File: src/rtl/float_unpack_pkg.sv
// -----------------------------------------------------------------------------
// float_unpack_pkg
// Shared float definitions for the unpacker: the operand class enumeration and
// signed-exponent helpers derived from the exponent field width.
// No ports (package).
// -----------------------------------------------------------------------------
package float_unpack_pkg;

  // Operand class decided in stage 1 from the biased exponent and fraction
  typedef enum logic [2:0] {
    ZERO,
    SUBNORMAL,
    NORMAL,
    INF,
    NAN
  } floatClass_e;

  // Exponent bias for an expW-bit exponent field
  function automatic int expBias(input int expW);
    return (1 << (expW - 1)) - 1;
  endfunction

  // Unbiased exponent of the smallest normal number
  function automatic int minNormalExp(input int expW);
    return 1 - expBias(expW);
  endfunction

  // Unbiased exponent of the smallest subnormal number
  function automatic int minSubnormalExp(input int expW, input int fracW);
    return minNormalExp(expW) - fracW;
  endfunction

  // Unbiased exponent of the largest normal number
  function automatic int maxNormalExp(input int expW);
    return expBias(expW);
  endfunction

  // Unbiased exponent reported for Inf/NaN (all-ones biased exponent)
  function automatic int maxSpecialExp(input int expW);
    return 1 << (expW - 1);
  endfunction

endpackage

File: src/rtl/float_unpack_clz.sv
// -----------------------------------------------------------------------------
// CountLeadingZeros
// Combinational leading-zero counter, scanning from the MSB.
// Ports:
//   value_i  W bits              operand
//   count_o  clog2(W+1) bits     number of zeros above the highest set bit
//                                (W when value_i is zero)
// -----------------------------------------------------------------------------
module CountLeadingZeros #(
  parameter int W = 23
) (
  input  logic [W-1:0]               value_i,
  output logic [$clog2(W+1)-1:0]     count_o
);

  localparam int LZW = $clog2(W + 1);

  logic found;

  // Count zeros until the first one is seen; later bits no longer matter
  always_comb begin
    count_o = '0;
    found   = 1'b0;
    for (int i = W - 1; i >= 0; i--) begin
      if (!found) begin
        if (value_i[i]) begin
          found = 1'b1;
        end else begin
          count_o = count_o + LZW'(1);
        end
      end
    end
  end

endmodule

File: src/rtl/float_unpack.sv
// -----------------------------------------------------------------------------
// float_unpack
// Two-stage valid/ready pipeline that unpacks a packed {sign, biased exponent,
// fraction} float into sign, signed unbiased exponent, explicit-MSB significand
// and one-hot class flags.
//   Stage 1: registers the fields, the class and (optionally) the fraction
//            leading-zero count.
//   Stage 2: registers the normalising shift and exponent arithmetic; these
//            registers drive the outputs directly.
// Configuration macro: FLOAT_UNPACK_SUBNORMAL_EN
//   defined   -> subnormals are normalised (leading-zero counter + shifter)
//   undefined -> subnormals flush to signed zero
// Ports:
//   clock, resetn (synchronous, active-low)
//   inValid/inReady/inFloat           input handshake and packed operand
//   outValid/outReady                 output handshake
//   outSign, outExp (EXP+2 signed), outSig (FRAC+1)
//   outIsZero, outIsSubnormal, outIsInf, outIsNan
// -----------------------------------------------------------------------------
module float_unpack
  import float_unpack_pkg::*;
#(
  parameter int EXP  = 8,
  parameter int FRAC = 23
) (
  input  logic                  clock,
  input  logic                  resetn,
  input  logic                  inValid,
  output logic                  inReady,
  input  logic [EXP+FRAC:0]     inFloat,
  output logic                  outValid,
  input  logic                  outReady,
  output logic                  outSign,
  output logic signed [EXP+1:0] outExp,
  output logic [FRAC:0]         outSig,
  output logic                  outIsZero,
  output logic                  outIsSubnormal,
  output logic                  outIsInf,
  output logic                  outIsNan
);

  localparam int EW = EXP + 2;

  localparam logic signed [EW-1:0] BIAS_S    = EW'(expBias(EXP));
  localparam logic signed [EW-1:0] SPECIAL_S = EW'(maxSpecialExp(EXP));

  // Input field split
  logic            inSign;
  logic [EXP-1:0]  inBiased;
  logic [FRAC-1:0] inFrac;
  floatClass_e     inClass;

  assign inSign   = inFloat[EXP+FRAC];
  assign inBiased = inFloat[EXP+FRAC-1:FRAC];
  assign inFrac   = inFloat[FRAC-1:0];

  // Stage 1 registers
  logic            s1Valid_q;
  logic            s1Sign_q;
  logic [EXP-1:0]  s1Biased_q;
  logic [FRAC-1:0] s1Frac_q;
  floatClass_e     s1Class_q;

  // Stage 2 (output) registers and their next-state values
  logic                 outValid_q;
  logic                 outSign_q;
  logic signed [EW-1:0] outExp_q,  outExp_d;
  logic [FRAC:0]        outSig_q,  outSig_d;
  logic                 outIsZero_q, outIsZero_d;
  logic                 outIsSub_q,  outIsSub_d;
  logic                 outIsInf_q,  outIsInf_d;
  logic                 outIsNan_q,  outIsNan_d;

  logic s1Advance;

`ifdef FLOAT_UNPACK_SUBNORMAL_EN
  localparam int LZW = $clog2(FRAC + 1);
  // Subnormal value is frac * 2^(minNormal - FRAC); normalising by lz+1 gives this base
  localparam logic signed [EW-1:0] SUB_BASE_S = EW'(minNormalExp(EXP) - 1);

  logic [LZW-1:0] inLz;
  logic [LZW-1:0] s1Lz_q;

  CountLeadingZeros #(.W(FRAC)) u_clz (
    .value_i (inFrac),
    .count_o (inLz)
  );
`endif

  // Stage 1 can hand over whenever the output register is empty or draining
  assign s1Advance = !outValid_q || outReady;
  assign inReady   = !s1Valid_q || s1Advance;

  // Classify the incoming operand; all-ones exponent wins over the zero check
  always_comb begin
    inClass = NORMAL;
    if (&inBiased) begin
      inClass = (inFrac == '0) ? INF : NAN;
    end else if (inBiased == '0) begin
`ifdef FLOAT_UNPACK_SUBNORMAL_EN
      inClass = (inFrac == '0) ? ZERO : SUBNORMAL;
`else
      inClass = ZERO;
`endif
    end
  end

  // Stage 2 datapath: exponent arithmetic is done at EXP+2 signed bits so the
  // deepest subnormal exponent and the special exponent both fit
  always_comb begin
    outExp_d    = '0;
    outSig_d    = '0;
    outIsZero_d = 1'b0;
    outIsSub_d  = 1'b0;
    outIsInf_d  = 1'b0;
    outIsNan_d  = 1'b0;
    case (s1Class_q)
      NORMAL: begin
        outExp_d = $signed({2'b00, s1Biased_q}) - BIAS_S;
        outSig_d = {1'b1, s1Frac_q};
      end
`ifdef FLOAT_UNPACK_SUBNORMAL_EN
      SUBNORMAL: begin
        outExp_d   = SUB_BASE_S - $signed(EW'(s1Lz_q));
        outSig_d   = {s1Frac_q, 1'b0} << s1Lz_q;
        outIsSub_d = 1'b1;
      end
`endif
      INF: begin
        outExp_d   = SPECIAL_S;
        outSig_d   = {1'b0, s1Frac_q};
        outIsInf_d = 1'b1;
      end
      NAN: begin
        outExp_d   = SPECIAL_S;
        outSig_d   = {1'b0, s1Frac_q};
        outIsNan_d = 1'b1;
      end
      default: begin
        outIsZero_d = 1'b1;
      end
    endcase
  end

  // Pipeline registers: stage 1 loads on input handshake, stage 2 loads when
  // stage 1 advances; output data only changes when a valid item moves in
  always_ff @(posedge clock) begin
    if (!resetn) begin
      s1Valid_q   <= 1'b0;
      s1Sign_q    <= 1'b0;
      s1Biased_q  <= '0;
      s1Frac_q    <= '0;
      s1Class_q   <= ZERO;
`ifdef FLOAT_UNPACK_SUBNORMAL_EN
      s1Lz_q      <= '0;
`endif
      outValid_q  <= 1'b0;
      outSign_q   <= 1'b0;
      outExp_q    <= '0;
      outSig_q    <= '0;
      outIsZero_q <= 1'b0;
      outIsSub_q  <= 1'b0;
      outIsInf_q  <= 1'b0;
      outIsNan_q  <= 1'b0;
    end else begin
      if (inReady) begin
        s1Valid_q <= inValid;
        if (inValid) begin
          s1Sign_q   <= inSign;
          s1Biased_q <= inBiased;
          s1Frac_q   <= inFrac;
          s1Class_q  <= inClass;
`ifdef FLOAT_UNPACK_SUBNORMAL_EN
          s1Lz_q     <= inLz;
`endif
        end
      end
      if (s1Advance) begin
        outValid_q <= s1Valid_q;
        if (s1Valid_q) begin
          outSign_q   <= s1Sign_q;
          outExp_q    <= outExp_d;
          outSig_q    <= outSig_d;
          outIsZero_q <= outIsZero_d;
          outIsSub_q  <= outIsSub_d;
          outIsInf_q  <= outIsInf_d;
          outIsNan_q  <= outIsNan_d;
        end
      end
    end
  end

  assign outValid       = outValid_q;
  assign outSign        = outSign_q;
  assign outExp         = outExp_q;
  assign outSig         = outSig_q;
  assign outIsZero      = outIsZero_q;
  assign outIsSubnormal = outIsSub_q;
  assign outIsInf       = outIsInf_q;
  assign outIsNan       = outIsNan_q;

endmodule

File: config.mk
export PLATFORM = sky130hd
export DESIGN_NAME = float_unpack
export DESIGN_NICKNAME = d
export VERILOG_FILES = /design/src/rtl/float_unpack_pkg.sv /design/src/rtl/float_unpack_clz.sv /design/src/rtl/float_unpack.sv
export SDC_FILE = /design/constraint.sdc
export NUM_CORES = 1
export LEC_CHECK = 0
export BUFFER_PORTS_ARGS = -buffer_cell sky130_fd_sc_hd__buf_2
export CAP_MARGIN = 20
export CORE_UTILIZATION = 54
export CTS_BUF_LIST = sky130_fd_sc_hd__clkbuf_2
export DETAILED_ROUTE_END_ITERATION = 8
export PLACE_DENSITY_LB_ADDON = 0.05
export SLEW_MARGIN = 30
export SYNTH_ARGS = -nofsm -noshare
export SYNTH_HDL_FRONTEND = slang
export SYNTH_HIERARCHICAL = 1
export SYNTH_SLANG_ARGS = --single-unit
File: constraint.sdc
create_clock -name clock -period 1.6 [get_ports clock]
set_input_delay 0.16 -clock clock [delete_from_list [all_inputs] [get_ports clock]]
set_output_delay 0.16 -clock clock [all_outputs]
set_load 0.05 [all_outputs]
==> flow_metrics.py, run 1 <==
metrics = {
    "grt": {
        "track_usage_pct": 26.3,
        "grt_pass1_vias": 2436,
        "grt_max_degree": 34,
        "grt_antenna_before_repair": 0,
        "grt_overflow": 0,
        "grt_pass1_wl_um": 11000,
    },
    "setup_path": {
        "reg2reg_depth": 4,
        "end_kind": "register",
        "rrSetupSlack_ns": 0.21,
        "r2r_end": "outExp[8]",
        "path_class": "in -> reg",
        "crit_arrival_ns": 1.85,
        "start_kind": "input pin",
        "worstSetupStartpoint": "resetn",
        "path_max_fanout": 33,
        "slowest_stage": "dlygate4sd3_1",
        "crit_top_cell": "dlygate4sd3_1",
        "crit_path_cell_trace": "dlygate4sd3_1, buf_2, inv_2, buf_12, a21oi_1, dlygate4sd3_1",
        "crit-reg2reg-launch": "outValid",
        "critical_path_required_ns": 1.98,
        "critPathMaxStageDelay_ns": 0.54,
    },
    "timing": {
        "max_freq_ghz": 0.681,
        "finalCritPeriodShare_pct": 91.7,
        "setup-tns-final_ns": 0,
        "fin_ws_ns": 0.132,
        "finalHoldViolCount": 0,
        "rsz0062_at_grt": "false",
        "final.min_clock_period_ns": 1.47,
        "setup_violations": 0,
        "final_max_slew_viol_count": 0,
        "clock_skew_ns": 0.0157,
        "slew_headroom_pct": 62.4,
        "worstMarginPinSlew_ns": 0.559,
    },
    "drt": {
        "vias_per_cell": 5.26,
        "wire_per_inst_um": 13.7,
        "drtIter0Drc": 114,
        "drt-total-wl_um": 7020,
        "drt_first_pass_iters": 4,
        "num_vias": 2694,
        "ant_nets": 0,
        "drc": 0,
    },
    "clock_tree": {
        "htree_levels": 3,
        "clock_sinks": 74,
        "cts_made_buffers": 9,
        "path_clk_slew_ns": 0.18,
        "clock_tree.buffer_depth": 2,
        "cts_setup_buffers": 0,
        "clockRootBuffer": "clkbuf_2",
        "cts_tree": "built",
        "worstSkewPairLatency_ns": 0.48,
    },
    "synth": {
        "muxShareOfSynthArea_pct": 0.349,
        "ys_top_cells_by_area": "dfxtp_1, nand2_1, a21oi_1",
        "synth_top_family_by_area": "simple AND/OR/NAND/NOR gates",
        "synthAdderAreaFrac_pct": 0.436,
        "synth_ff_type": "dfxtp_1",
        "netlist_instances": 330,
        "synth-xor-area-share_pct": 1.53,
        "ys_types": 41,
        "netlist_area_um2": 2870,
        "ys_seq_area_share_pct": 51.7,
        "synth_edf_count": 0,
        "synth_seq_cells": 74,
        "synth.largest_area_cell": "dfxtp_1",
        "syn_avg_cell_area_um2": 8.69,
        "yosysWarnings": 6,
        "synth_top_area_share_pct": 51.7,
        "synthSimpleGateAreaFrac_pct": 23.2,
        "synthTopCellsByCount": "dfxtp_1, nand2_1, a21oi_1",
        "synth_compound_area_share_pct": 17.7,
        "syn_nets": 367,
        "synthArstFlopShare_pct": 0,
    },
    "placement": {
        "dp.final_hpwl_um": 4300,
        "gp_congestion": 0.779,
        "io_buffers": 75,
        "post-place-ws_ns": 0.257,
        "dp.cells": 461,
    },
    "worst_hold_path": {
        "hold_start": "outReady",
        "worstHoldPathCells": 3,
        "worstHoldEndpoint": "outValid",
        "hp-class": "in -> reg",
    },
    "status": {
        "outcome": "finished, final reports clean",
    },
    "floorplan": {
        "initial_utilization_pct": 56.1,
        "fp-row-count": 26,
        "ioPinCount": 77,
        "dieArea_um2": 5600,
        "chipWidth_um": 74.9,
        "die_h_um": 74.9,
        "coreArea_um2": 5110,
    },
    "final_layout": {
        "fin_cells": 512,
        "n_antenna_cell": 0,
        "final_nets": 474,
        "drive_above_1_share_pct": 25.1,
        "fillCellCount": 399,
        "area_delta_synth_final_pct": 31.5,
    },
    "pwr": {
        "powerDensity_nw_per_um2": 933,
        "ir_drop_mv": 0.582,
        "leakage_nw": 1.68,
    },
    "job": {
        "maxCapViolations": 0,
    },
}
==> critical path: cells and delay by family <==
family	cells	cell delay, ns
AOI/OAI and AO/OA	1	0.05
buffers and inverters	5	1.62
==> cells in the final DEF (no fill, tap or decap), types with 2 or more instances in the layout <==
cell type,instances
a22oi_1,23
dlygate4sd3_1,35
nand2_2,2
clkbuf_2,9
o2bb2ai_1,2
bufinv_16,2
o21ai_0,3
nand2b_1,2
o21ai_1,2
clkinv_2,4
buf_2,75
nand3_1,7
nand2_1,74
dfxtp_1,73
inv_1,3
buf_4,9
xor2_1,4
and2_1,4
a21oi_1,39
a2bb2oi_1,4
nor2_1,30
nor4_1,7
nand4_1,5
==> cell type report <==
type	count	area, um^2	share of cell area [%]
sequential	74	1480	39.3
multi-input combinational	228	1240	33.0
timing repair buffer	120	813	21.6
tap	70	87.6	2.32
clock inverter	7	83.8	2.22
clock buffer	9	45.0	1.19
inverter	4	15.0	0.398
==> flip-flops by register name (all words and copies together) (netlist names) <==
name / count
outIsNan: 1
outIsZero: 1
s1Class_q: 3
s1Valid_q: 1
outIsInf: 1
s1Sign_q: 1
outValid: 1
outSig: 24
s1Biased_q: 8
s1Frac_q: 23
outSign: 1
outExp: 9
==> where the power goes <==
part | total (W) | switching (W) | internal (W)
Combinational | 0.000444 | 0.000260 | 0.000184
Sequential | 0.00195 | 0.0000408 | 0.00191
Clock | 0.00112 | 0.000620 | 0.000503
Total | 0.00352 | 0.000921 | 0.00260
==> metrics by stage <==
| stage | utilization, % | power (W) | hold slack (ns) | instance area, um^2 |
|---|---|---|---|---|
| 3_3_place_gp | 64.4 | 0.00236 | 0.411 | 3290 |
| 5_1_grt | 73.8 | 0.00367 | 0.217 | 3770 |
| 6_report | 73.8 | 0.00352 | 0.203 | 3770 |
| 4_1_cts | 73.8 | 0.00354 | 0.155 | 3770 |
| 3_5_place_dp | 64.4 | 0.00236 | 0.409 | 3290 |
| 2_1_floorplan | - | 0.00224 | 0.296 | 2870 |
==> layer usage <==
layer	track usage, %	up-vias	wire [um]
met5	0	-	0
met4	11.3	0	127
met3	4.42	14	291
met2	45.1	78	3470
met1	32.7	1257	3130
li1	-	1345	-
==> what timing repair did <==
| item | in CTS | in global routing |
|---|---|---|
| hold buffers | 35 | 0 |
| setup endpoints to repair | 0 | 0 |
| gates resized for setup | 0 | 0 |
| hold endpoints to repair | 38 | 0 |
==> cells by family after synthesis <==
family                     Yosys count
muxes                                1
adders and majority gates            1
AOI/OAI and AO/OA                   79
other                                1
xor gates and xnor gates             5
buffers and inverters               28
and+or+nand+nor                    141
DFF                                 74
==> worst max path at each step <==
stage | slack [ns] | to | cells past startpoint
floorplan | 0.10 | s1Biased_q[6] | 6
global placement | 0.27 | s1Class_q[0] | 5
detailed placement | 0.26 | s1Class_q[1] | 5
CTS | 0.13 | inReady | 2
global route | 0.08 | s1Class_q[2] | 6
finish | 0.13 | s1Valid_q | 6
(Power assumes the default switching activity.)
==> run 2, diff against run 1 <==
--- a/config.mk
+++ b/config.mk
@@ -7,10 +7,13 @@
 export LEC_CHECK = 0
 export BUFFER_PORTS_ARGS = -buffer_cell sky130_fd_sc_hd__buf_2
 export CAP_MARGIN = 20
-export CORE_UTILIZATION = 54
+export CELL_PAD_IN_SITES_DETAIL_PLACEMENT = 0
+export CELL_PAD_IN_SITES_GLOBAL_PLACEMENT = 2
+export CORE_UTILIZATION = 31
 export CTS_BUF_LIST = sky130_fd_sc_hd__clkbuf_2
 export DETAILED_ROUTE_END_ITERATION = 8
-export PLACE_DENSITY_LB_ADDON = 0.05
+export GPL_TIMING_DRIVEN = 0
+export PLACE_DENSITY_LB_ADDON = 0.1
 export SLEW_MARGIN = 30
 export SYNTH_ARGS = -nofsm -noshare
 export SYNTH_HDL_FRONTEND = slang
==> run 2 against run 1 <==
Against the previous run:
- the flow now finishes with violations (design-rule violations)
- routed wire length grew 15%
- critical path depth down 3
- clock skew grew 0.0062 ns
- critical endpoint is now inReady
- non-clock buffer count is 13 higher
- sequential power about the same
- combinational power rose by 3%
==> flow_metrics.py, run 2 (synthesis gave the netlist of run 1 again) <==
metrics = {
    "setup_path": {
        "rrSetupSlack_ns": 0.18,
        "path_class": "reg -> out",
        "crit_arrival_ns": 1.31,
        "end_kind": "output pin",
        "reg2reg_depth": 5,
        "start_kind": "register",
        "crit-reg2reg-launch": "s1Class_q[2]",
        "critical_path_required_ns": 1.44,
        "path_max_fanout": 7,
        "r2r_end": "outSig[16]",
    },
    "grt": {
        "grt_antenna_before_repair": 0,
        "grt_overflow": 0,
        "track_usage_pct": 17.7,
        "grt_pass1_vias": 2610,
        "grt_max_degree": 13,
        "grt_pass1_wl_um": 13100,
    },
    "drt": {
        "drt-total-wl_um": 8040,
        "drt_first_pass_iters": 6,
        "ant_nets": 0,
        "drc": 6,
        "drtIter0Drc": 112,
        "wire_per_inst_um": 14.3,
        "wl_met1_um": 3850,
        "met2WireLength_um": 3720,
        "vias_per_cell": 4.78,
        "num_vias": 2692,
        "wl_met3_um": 392,
        "routed.top_layer": "met4",
    },
    "floorplan": {
        "fp-row-count": 34,
        "dieArea_um2": 9640,
        "chipWidth_um": 98.2,
        "ioPinCount": 77,
        "coreArea_um2": 8850,
        "initial_utilization_pct": 32.4,
        "die_h_um": 98.2,
    },
    "pwr": {
        "internal_power_w": 0.00260,
        "switchingPower_w": 0.000972,
        "comb_power_share_pct": 12.9,
        "clockPowerShare_pct": 32.4,
        "ir_drop_mv": 0.347,
        "power_frac_seq_pct": 54.7,
        "powerDensity_nw_per_um2": 925,
        "leakage_nw": 1.71,
        "sw_frac_of_total_pct": 27.2,
    },
    "timing": {
        "final_max_slew_viol_count": 0,
        "max_freq_ghz": 0.681,
        "slew_headroom_pct": 60.2,
        "clock_skew_ns": 0.0219,
        "setup_violations": 0,
        "final.min_clock_period_ns": 1.47,
        "worstMarginPinSlew_ns": 0.592,
        "rsz0062_at_grt": "false",
        "fin_ws_ns": 0.131,
        "setup-tns-final_ns": 0,
        "finalCritPeriodShare_pct": 91.8,
        "finalHoldViolCount": 0,
    },
    "clock_tree": {
        "clockRootBuffer": "clkbuf_2",
        "worstSkewPairLatency_ns": 0.51,
        "cts_setup_buffers": 0,
        "cts_made_buffers": 9,
        "clock_sinks": 74,
        "htree_levels": 3,
        "path_clk_slew_ns": 0.19,
        "clock_tree.buffer_depth": 2,
        "cts_tree": "built",
    },
    "final_layout": {
        "drive_above_1_share_pct": 25.9,
        "largest_reg_flops": 24,
        "area_delta_synth_final_pct": 34.8,
        "final_cell_mix": "buf_2, nand2_1, dfxtp_1",
        "fin_cells": 563,
        "n_antenna_cell": 0,
        "final_common_cell": "buf_2",
        "post-route-util_pct": 43.7,
        "final_nets": 487,
        "final_area_um2": 3860,
    },
    "placement": {
        "placed_area_um2": 3370,
        "io_buffers": 74,
        "dp.cells": 512,
        "dp.final_hpwl_um": 5660,
        "gp_congestion": 0.752,
        "post-place-ws_ns": 0.102,
    },
    "job": {
        "maxCapViolations": 0,
    },
    "status": {
        "outcome": "complete, but fails checks",
        "violations": "design-rule violations",
    },
    "worst_hold_path": {
        "hp-class": "in -> reg",
        "hold_start": "resetn",
        "worstHoldEndpoint": "s1Class_q[1]",
        "worstHoldPathCells": 3,
    },
}
[run 2: changes by cell type in the layout (fill, tap and decap cells not counted), sizes merged]
cell    change
buf         +8
clkbuf      +5
[run 2: how the worst max path moves through the flow]
| stage | end | startpoint |
|---|---|---|
| floorplan | s1Biased_q[6] | outValid |
| global placement | outSig[19] | resetn |
| detailed placement | s1Class_q[2] | inFloat[1] |
| CTS | inReady | s1Valid_q |
| global route | inReady | s1Valid_q |
| finish | inReady | s1Valid_q |
[run 2: layer usage]
metal | GRT usage (%) | vias up
li1 | - | 1376
met1 | 22.4 | 1247
met2 | 29.5 | 63
met3 | 5.58 | 6
met4 | 3.79 | 0
met5 | 0 | -
[run 2: area by class of cell]
| cell class | instances | area [um^2] |
|---|---|---|
| fillers | 947 | 4980 |
| flip-flops and latches | 74 | 1480 |
| multi-input cells | 228 | 1240 |
| repair buffers | 109 | 727 |
| well taps | 108 | 135 |
| plain buffers | 24 | 131 |
| clock inverters | 7 | 83.8 |
| clock buffers | 9 | 45.0 |
| inverters | 4 | 15.0 |
[run 2: power groups by stage]
stage	logic (W)	registers [W]	clock network, W
after CTS	0.000462	0.00196	0.00121
final	0.000459	0.00195	0.00116
after global routing	0.000505	0.00197	0.00129
after detailed placement	0.000395	0.00199	0
after global placement	0.000397	0.00199	0
after floorplan	0.000202	0.00203	0
[run 2: worst max-delay path, stage by stage (launching register included)]
cell,delay [ns]
dfxtp_2,0.37
buf_6,0.13
nand3b_4,0.13
buf_6,0.18
[run 2: what timing repair did]
action,in CTS,in global routing
pin swaps,0,1
endpoints found under the setup margin,1,1
hold endpoints to repair,40,0
hold buffers,35,0
resized for setup,1,3
[run 2: metrics by stage]
stage,total power [W],hold WS (ns)
after floorplan,0.00224,0.296
after global placement,0.00239,0.416
after detailed placement,0.00239,0.421
after CTS,0.00363,0.0197
after global routing,0.00376,0.00310
final,0.00357,0.0791
==> run 3, diff against run 2 <==
==> constraint.sdc (replaced) <==
create_clock -name clock -period 1.6 [get_ports clock]
set_input_delay 0.24 -clock clock [delete_from_list [all_inputs] [get_ports clock]]
set_output_delay 0.24 -clock clock [all_outputs]
set_load 0.05 [all_outputs]
==> run 3 against run 2 <==
Against the previous run:
- the flow still finishes with violations (design-rule violations)
- sequential cell count unchanged
- non-clock buffer count up 2
- clock power hardly changed
- final area rose by 0.74%
- final cell count up 0.36%
- global-route usage fell by 0.12 points
- critical endpoint is now s1Class_q[2]
==> flow_metrics.py, run 3 (synthesis gave the netlist of run 1 again) <==
metrics = {
    "grt": {
        "grt_antenna_before_repair": 0,
        "track_usage_pct": 17.5,
        "grt_overflow": 0,
        "grt_max_degree": 13,
        "grt_pass1_vias": 2603,
        "grt_pass1_wl_um": 13100,
    },
    "timing": {
        "finalCritPeriodShare_pct": 96.1,
        "worstMarginPinSlew_ns": 0.589,
        "hold_slack_ns": 0.188,
        "max_freq_ghz": 0.651,
        "final.min_clock_period_ns": 1.54,
        "clock_skew_ns": 0.0143,
        "slew_headroom_pct": 60.4,
        "final_max_slew_viol_count": 0,
        "setup_violations": 0,
        "finalHoldViolCount": 0,
        "fin_ws_ns": 0.0630,
    },
    "drt": {
        "vias_per_cell": 4.75,
        "drt_first_pass_iters": 6,
        "drt-total-wl_um": 7950,
        "drtIter0Drc": 109,
        "num_vias": 2683,
        "drc": 6,
        "wire_per_inst_um": 14.1,
        "ant_nets": 0,
    },
    "job": {
        "maxCapViolations": 0,
    },
    "floorplan": {
        "initial_utilization_pct": 32.4,
        "ioPinCount": 77,
        "dieArea_um2": 9640,
        "die_h_um": 98.2,
        "fp-row-count": 34,
        "coreArea_um2": 8850,
        "chipWidth_um": 98.2,
    },
    "final_layout": {
        "post-route-util_pct": 44.0,
        "drive_above_1_share_pct": 26.5,
        "largest_reg_flops": 24,
        "final_area_um2": 3890,
        "fillCellCount": 952,
        "final_cell_mix": "buf_2, nand2_1, dfxtp_1",
        "final_common_cell": "buf_2",
        "n_antenna_cell": 0,
        "area_delta_synth_final_pct": 35.8,
        "final_nets": 489,
    },
    "setup_path": {
        "end_kind": "register",
        "critPathMaxStageDelay_ns": 0.54,
        "path_max_fanout": 2,
        "slowest_stage": "nor4_1",
        "path_class": "in -> reg",
        "critical_path_required_ns": 1.98,
        "start_kind": "input pin",
        "crit_path_cell_trace": "dlygate4sd3_1, buf_2, nor4_1, nand4_1, o21ai_0, a21oi_1",
        "crit_arrival_ns": 1.92,
    },
    "clock_tree": {
        "clock_tree.buffer_depth": 2,
        "path_clk_slew_ns": 0.19,
        "worstSkewPairLatency_ns": 0.49,
        "clock_sinks": 74,
        "cts_made_buffers": 9,
        "cts_tree": "built",
        "htree_levels": 3,
        "clockRootBuffer": "clkbuf_2",
    },
    "pwr": {
        "ir_drop_mv": 0.347,
        "leakage_nw": 1.73,
        "powerDensity_nw_per_um2": 916,
        "total_power_w": 0.00356,
    },
    "placement": {
        "post-place-ws_ns": 0.0221,
        "io_buffers": 74,
        "placed_area_um2": 3370,
        "dp.final_hpwl_um": 5660,
        "gp_congestion": 0.752,
    },
    "worst_hold_path": {
        "hp-class": "in -> reg",
    },
    "status": {
        "violations": "design-rule violations",
        "outcome": "complete, but fails checks",
    },
}
## run 3: changes by cell type in the layout (fill, tap and decap cells not counted), sizes merged
cell	delta
buf	+3
dlygate4sd3	-1
## run 3: worst paths after layout
check | slack (ns) | start | depth (start not counted) | end
worst min-delay path | 0.19 | outReady | 4 | s1Valid_q
worst max register to register | 0.16 | s1Valid_q | 8 | s1Biased_q[0]
worst min register to register | 0.47 | s1Frac_q[8] | 2 | s1Frac_q[8]
worst max-delay path | 0.06 | inFloat[1] | 6 | s1Class_q[2]
## run 3: critical path, delay by kind of cell
kind / cells / cell delay [ns]
AO/OA/AOI/OAI: 2 / 0.28
buffers and inverters: 2 / 0.66
AND/OR/NAND/NOR: 2 / 0.73
## run 3: cell type report
class | instances | area (um^2) | share of cell area, %
Buffer | 24 | 131 | 3.38
Clock buffer | 9 | 45.0 | 1.16
Clock inverter | 7 | 83.8 | 2.15
Inverter | 4 | 15.0 | 0.386
Multi-Input combinational cell | 228 | 1240 | 31.9
Sequential cell | 74 | 1480 | 38.1
Tap cell | 108 | 135 | 3.47
Timing Repair Buffer | 111 | 756 | 19.4
## run 3: power breakdown
part | internal, W | switching, W
registers | 0.00191 | 0.0000434
logic | 0.000190 | 0.000271
clock network | 0.000502 | 0.000647
## run 3: metrics by stage
| step | std cells | TNS [ns] |
|---|---|---|
| 2_1_floorplan | 330 | 0 |
| 3_3_place_gp | 512 | 0 |
| 3_5_place_dp | 512 | 0 |
| 4_1_cts | 561 | 0 |
| 5_1_grt | 565 | -0.00110 |
| 6_report | 565 | 0 |
## run 3: timing repair
item / 4_1_cts / 5_1_grt
hold endpoints to repair: 33 / 1
endpoints found under the setup margin: 1 / 1
setup buffers: 0 / 3
gates resized for setup: 4 / 1
hold buffers: 33 / 1
## run 3: routing by layer
metal / track usage [%] / share of wire (%) / up-vias
li1: - / - / 1381
met1: 22.3 / 48 / 1240
met2: 29.1 / 47 / 60
met3: 5.58 / 4.6 / 2
met4: 3.79 / 0.44 / 0
met5: 0 / 0 / -
